### config.mk
export PLATFORM = sky130hd
export DESIGN_NAME = fraction_multiplier_param
export DESIGN_NICKNAME = d
export VERILOG_FILES = /design/src/rtl/fraction_multiplier_param.sv
export SDC_FILE = /design/constraint.sdc
export NUM_CORES = 1
export LEC_CHECK = 0
export ABC_AREA = 1
export CAP_MARGIN = 5
export CORE_MARGIN = 4
export CORE_UTILIZATION = 40
export CTS_CLUSTER_DIAMETER = 60
export DETAILED_ROUTE_END_ITERATION = 8
export PLACE_DENSITY = 0.69
export SYNTH_ARGS = -nofsm -noshare
export SYNTH_HDL_FRONTEND = slang
export SYNTH_SLANG_ARGS = --single-unit
### constraint.sdc
create_clock -name CLK -period 5.4 [get_ports CLK]
set_clock_uncertainty 0.05 [all_clocks]
set_input_delay 1.08 -clock CLK [delete_from_list [all_inputs] [get_ports CLK]]
set_output_delay 1.08 -clock CLK [all_outputs]
set_load 0.01 [all_outputs]
### src/rtl/fraction_multiplier_param.sv
// Sequential two's-complement fractional multiplier, Q1.(W-1) x Q1.(W-1).
// Radix-2 add/shift with a subtract on the sign step; full and rounded results.
module fraction_multiplier_param #(
  parameter int WIDTH = 8
) (
  input  logic               CLK,
  input  logic               RST,
  input  logic               St,
  input  logic [WIDTH-1:0]   Mplier,
  input  logic [WIDTH-1:0]   Mcand,
  output logic [2*WIDTH-2:0] Product,
  output logic [WIDTH-1:0]   ProductRnd,
  output logic               Ovf,
  output logic               Busy,
  output logic               Done
);

  localparam int CW = (WIDTH > 1) ? $clog2(WIDTH) : 1;
  localparam logic [CW-1:0] LAST = CW'(WIDTH - 1);
  localparam logic [2*WIDTH-2:0] P_MAX = {1'b0, {(2*WIDTH-2){1'b1}}};
  localparam logic [WIDTH-1:0] R_MAX = {1'b0, {(WIDTH-1){1'b1}}};

  typedef enum logic [1:0] {
    IDLE,
    CALC,
    DONE
  } state_t;

  state_t state, state_nxt;

  logic [WIDTH:0]   a_q;
  logic [WIDTH-1:0] b_q;
  logic [WIDTH-1:0] m_q;
  logic [CW-1:0]    cnt_q;

  logic             last;
  logic [WIDTH:0]   m_ext;
  logic [WIDTH:0]   a_sum;
  logic [WIDTH:0]   a_sel;
  logic [WIDTH:0]   a_nxt;
  logic [WIDTH-1:0] b_nxt;
  logic [2*WIDTH-1:0] raw;
  logic             sat;
  logic [2*WIDTH-2:0] prod_nxt;
  logic [WIDTH-1:0] hi;
  logic             rbit;
  logic             rnd_sat;
  logic [WIDTH-1:0] rnd_nxt;

  assign last  = (cnt_q == LAST);
  assign m_ext = {m_q[WIDTH-1], m_q};

  // Sign bit of the multiplier carries weight -1, hence subtract on the last step
  always_comb begin
    a_sum = last ? (a_q - m_ext) : (a_q + m_ext);
    a_sel = b_q[0] ? a_sum : a_q;
    a_nxt = {a_sel[WIDTH], a_sel[WIDTH:1]};
    b_nxt = {a_sel[0], b_q[WIDTH-1:1]};
  end

  assign raw = {a_nxt[WIDTH-1:0], b_nxt};

  // Only -1 x -1 reaches +1.0, where the two top raw bits disagree
  assign sat      = raw[2*WIDTH-1] ^ raw[2*WIDTH-2];
  assign prod_nxt = sat ? P_MAX : raw[2*WIDTH-2:0];

  assign hi      = prod_nxt[2*WIDTH-2:WIDTH-1];
  assign rbit    = prod_nxt[WIDTH-2];
  assign rnd_sat = (hi == R_MAX) && rbit;
  assign rnd_nxt = rnd_sat ? R_MAX : hi + WIDTH'(rbit);

  always_ff @(posedge CLK) begin
    if (RST) begin
      state <= IDLE;
    end else begin
      state <= state_nxt;
    end
  end

  always_comb begin
    state_nxt = state;
    case (state)
      IDLE:    if (St) state_nxt = CALC;
      CALC:    if (last) state_nxt = DONE;
      DONE:    state_nxt = IDLE;
      default: state_nxt = IDLE;
    endcase
  end

  always_ff @(posedge CLK) begin
    if (RST) begin
      a_q        <= '0;
      b_q        <= '0;
      m_q        <= '0;
      cnt_q      <= '0;
      Product    <= '0;
      ProductRnd <= '0;
      Ovf        <= 1'b0;
    end else begin
      case (state)
        IDLE: begin
          if (St) begin
            a_q   <= '0;
            b_q   <= Mplier;
            m_q   <= Mcand;
            cnt_q <= '0;
          end
        end
        CALC: begin
          a_q   <= a_nxt;
          b_q   <= b_nxt;
          cnt_q <= cnt_q + 1'b1;
          if (last) begin
            Product    <= prod_nxt;
            ProductRnd <= rnd_nxt;
            Ovf        <= sat;
          end
        end
        default: ;
      endcase
    end
  end

  assign Busy = (state != IDLE);
  assign Done = (state == DONE);

endmodule

; Word-level counts from Yosys, hierarchy flattened
; Index checks and enable logic that the tools add are counted.
[word_totals]
reg_bits = 54
elab_cells = 40
[classes]
bitwise = 1
eq_ne = 6
add_sub_neg = 4
n_reduce_logical = 8
muxes = 13
[ops]
columns = cell, count
row1 = 9-bit two-way mux, 3
row2 = 9-bit one-hot mux with 2 select lines, 1
row3 = 8-bit two-way mux, 2
row4 = 8-bit one-hot mux with 2 select lines, 1
row5 = 15-bit two-way mux, 1
row6 = 9-bit adder, 1
row7 = 9-bit subtractor, 1
row8 = 8-bit by 1-bit adder with 8-bit output, 1
row9 = "8-bit by 7-bit == test with 1-bit output, second input constant", 1
row10 = 2-bit AND reduction, 4
row11 = 3-bit one-hot mux with 2 select lines, 1
row12 = 2-bit two-way mux, 2
row13 = "2-bit != test, second input constant", 2
row14 = 2-bit one-hot mux with 2 select lines, 1
row15 = 2-bit nonzero test, 2
row16 = "3-bit by 1-bit adder with 3-bit output, second input constant", 1
row17 = "3-bit == test, second input constant", 1
row18 = 3-bit two-way mux, 1
row19 = "2-bit by 1-bit == test with 1-bit output, second input constant", 1
row20 = "2-bit == test, second input constant", 1
row21 = 2-bit zero test, 1
row22 = 1-bit logical AND, 1
row23 = 1-bit XOR, 1

; Longest topological paths before layout
[depth]
ltp_word = 8
depth_mapped = 31

; Worst setup path before layout
; OpenSTA, ideal clock, no wires.
[synth_path]
path_kind = reg-to-reg
startpoint = register cnt_q[0]
endpoint = register ProductRnd[6]
slack_ns = 1.670
synth_period_minus_slack_ns = 3.730
stages_incl_launch_ff = 26
setup_time_ns = 0.117
t_arrival_ns = 3.563
cell_sequence = dfxtp_1 > ha_1 > ha_1 > inv_1 > nand2_1 > nor2_1 > a21oi_1 > ha_1 > or2_4 > nand3_2 > nand2_1 > nand2_1 > a21oi_1 > nor2_1 > nand2_1 > a31oi_1 > ha_1 > buf_4 > nor2_1 > inv_1 > ha_1 > ha_1 > nand2_1 > o21ai_0 > a21oi_1 > nor2_1
[synth_rtl]
columns = item, line_no
row1 = start: declaration, 34  ; logic [CW-1:0] cnt_q;
row2 = start signal: assignment, 112  ; cnt_q <= cnt_q + 1'b1;
row3 = 3-bit == test *, 50  ; assign last = (cnt_q == LAST);
row4 = 9-bit two-way mux *, 55  ; a_sum = last ? (a_q - m_ext) : (a_q + m_ext);
row5 = 9-bit two-way mux *, 56  ; a_sel = b_q[0] ? a_sum : a_q;
row6 = 1-bit XOR *, 64  ; assign sat = raw[2*WIDTH-1] ^ raw[2*WIDTH-2];
row7 = named net sat, 43  ; logic sat;
row8 = 15-bit two-way mux *, 65  ; assign prod_nxt = sat ? P_MAX : raw[2*WIDTH-2:0];
row9 = named net prod_nxt[6], 44  ; logic [2*WIDTH-2:0] prod_nxt;
row10 = 8-bit by 1-bit adder with 8-bit output or 1-bit logical AND (tied branches), "70, 69"
row11 = 8-bit two-way mux *, 70  ; assign rnd_nxt = rnd_sat ? R_MAX : hi + WIDTH'(rbit);
row12 = end signal: assignment, 115  ; ProductRnd <= rnd_nxt;
row13 = end: declaration, 12  ; output logic [WIDTH-1:0] ProductRnd,
; The timed path passes the listed nets; every way through them passes the cells marked *.
; A chain may end at the register's enable or synchronous reset.

; Final worst setup path
[layout_path]
startpoint = register cnt_q[0]
endpoint = register ProductRnd[7]
[layout_via]
elab_chain_len = 8
[layout_lines]
columns = item, line_no
row1 = 3-bit == test *, 50
row2 = 9-bit two-way mux *, 55
row3 = 9-bit two-way mux *, 56
row4 = 1-bit XOR *, 64
row5 = named net sat, 43
row6 = 15-bit two-way mux *, 65
row7 = named net prod_nxt[7], 44
row8 = "parallel branches: the longest is 2 deep, another holds 8-bit by 1-bit adder with 8-bit output", --
row9 = 8-bit two-way mux *, 70
; Mark *: on every way through the listed nets, which the timed path passes.

==> out/summary.txt <==
status - finished, final reports clean
CTS max path bufs - 2
fin util - 50.5%
Max-Cap Viols - 0
layout cells sized above 1 - 7.47%
maximum vdd drop - 0.159 mV
vias in the first global route - 2,473
Initial Utilization - 41.9%
Leak - 0.00155 uW
Mapped Cells - 404
Post-DP HPWL - 5.06 mm
delay-heaviest family, CP - adder cells
Crit Path Category - reg -> reg
top_reg_cell synth - dfxtp_1
Via density - 4.90
DRC Markers - 0
CTS tree - yes
Synth Net Count - 438
flip-flop and latch area - 0.00106 mm^2
Synth Cell Area - 0.00289 mm^2
post-CTS setup buffers - 0
Relative slew margins - 39.1%
register area share after synthesis - 36.7%
first-pass GRT wire length - 11.5 mm
H-tree lvl count - 2
Critical Path RT - 5.59 ns
fmax - 232 MHz
average size of a mapped cell - 7.16 um^2
ANT nets after route - 0
Layout area overhead - 20.6%
DRT Pass-1 Iters - 6
Slowest-stage cell, CP - ha_1
DR vias - 2,634
final instance area - 0.00349 mm^2
RD Place Congestion - 0.903
internal reg-to-reg setup slack - 1.08 ns
simple-gate share of the synthesized area - 25.2%
placed instance area - 0.00338 mm^2
root buffer cell - clkbuf_8
die height - 93.0 um
Fin Setup TNS - 0 ns
CTS hold repair buffers - 0
ANT cells - 0
area share of fa/ha/maj cells after synthesis - 6.75%
Clk Latency, worst-skew pair - 0.31 ns
worst hold stages - 2
Final Total Pwr - 932 uW
Worst Hold Class - reg -> reg
die area - 0.00866 mm^2
# fillers - 709
post-synthesis mux area share - 0%
pre-CTS WS - 1.10 ns
WL final - 6.77 mm
footprint of the multi-input gates - 0.00156 mm^2
Startpoint Class - flop
largest family of logic cells by synthesized area - simple AND/OR/NAND/NOR gates
I/O Buffers - 44
Die Wd - 93.0 um
CTS sink count - 53
Num CTS Buffers - 5
number of cell rows - 30
Pwr Density - 267 mW/mm^2
core area - 0.00691 mm^2
commonest non-fill, non-tap cells in the layout - 93 x nand2_1, 53 x dfxtp_1, 47 x inv_1
final setup vio count - 0
buffers plus inverters on the worst setup path - 4
total gr overflow - 0
wire length per cell - 12.6 um
WP depth - 28
Tmin final - 4.32 ns
post-cts sizing count - 0
Worst-Margin Slew - 0.913 ns
initial DRC count - 151
R2R cell count - 28
Critical Path Fanout Max - 10
#FFs+latches synth - 53
I/O Pins - 45
Worst-path clk slew - 0.10 ns
max-slew violations - 0
yosys warns - 0
commonest non-fill, non-tap cell in the layout - nand2_1
max incr delay on CP - 0.53 ns
final count of hold timing violations - 0
EDFF count, synth - 0
Yosys cell types - 37
period utilization - 80.0%
Final WS setup - 1.08 ns
initial antenna violation count - 0
xor/xnor cell area share of the yosys netlist - 2.42%
Synth Area in Compound Gates - 19.6%
largest net degree at the start of global routing - 35
crit path capture type - flop
GRT Overall Usage - 16.2%
Nets - 475
Arr. time, crit path - 4.51 ns
RSZ-0062 raised after global routing - no
Synth async-reset ratio - 0%
CP dominant cell by count - nand2_1
path summary, 6_finish.rpt:
| check | from | endpoint |
|---|---|---|
| worst min register to register | Product[3] | Product[3] |
| worst max-delay path | cnt_q[0] | ProductRnd[7] |
| worst max register to register | cnt_q[0] | ProductRnd[7] |
| worst min-delay path | Product[3] | Product[3] |
layer usage:
metal | vias to the layer above | track usage (%) | wire (um)
met4 | 0 | 3.66 | 50
li1 | 1396 | - | -
met2 | 52 | 27.2 | 3060
met1 | 1182 | 21.3 | 3340
met5 | - | 0 | 0
met3 | 4 | 3.62 | 317
synth_stat cells (3+ instances only):
library cell / n / area share [%]
xor2_1: 4 / 1.2
inv_2: 6 / 0.78
inv_1: 47 / 6.1
nand3_1: 19 / 3.3
nor2_4: 4 / 1.6
buf_4: 3 / 0.78
dfxtp_1: 53 / 37
buf_2: 3 / 0.52
o221ai_1: 4 / 1.2
nand3_2: 6 / 2.1
nand2_1: 93 / 12
ha_1: 14 / 6.1
clkbuf_1: 7 / 0.91
o21bai_1: 6 / 1.6
xnor2_1: 4 / 1.2
a21oi_1: 35 / 6.1
a31oi_1: 8 / 1.7
o21ai_0: 35 / 6.1
nor2_1: 29 / 3.8
cell families (layout without fill, tap and decap cells):
group / count (synthesis) / after routing
buffers and inverters: 68 / 106
xor gates and xnor gates: 8 / 8
AOI/OAI and AO/OA: 98 / 98
DFF: 53 / 53
and+or+nand+nor: 162 / 162
adders and majority gates: 15 / 15
area by class of cell:
class / count / share of cell area (%)
clock buffer: 7 / 2.76
clock inverter: 1 / 0.251
inverter: 54 / 5.81
multi-input combinational: 283 / 44.7
sequential: 53 / 30.4
tap: 96 / 3.44
timing repair buffer: 44 / 12.6
per-stage QoR:
stage / hold WS (ns) / instances
detailed placement: 0.408 / 530
floorplan: 0.383 / 404
global route: 0.452 / 538
CTS: 0.425 / 538
finish: 0.421 / 538
global placement: 0.403 / 530
worst register-to-register path: cells and delay by family, from the launching register on:
kind,cells,cell delay (ns)
compound gates,3,0.39
buf+inv,4,0.51
xor+xnor,1,0.16
fa+ha+maj,5,1.51
flops,1,0.34
simple gates,15,1.30
sequential cells by signal, indices dropped and copies added, names as in the netlist:
signal	flops
cnt_q	3
ProductRnd	8
state	2
m_q	8
b_q	8
a_q	8
Product	15
Ovf	1
power by group:
part | leakage [uW] | switching (uW) | internal, uW
registers | 0.000431 | 16.0 | 406
clock network | 0.0000549 | 134 | 119
logic | 0.00106 | 163 | 94.4
total | 0.00155 | 313 | 619
(Power assumes the default switching activity.)
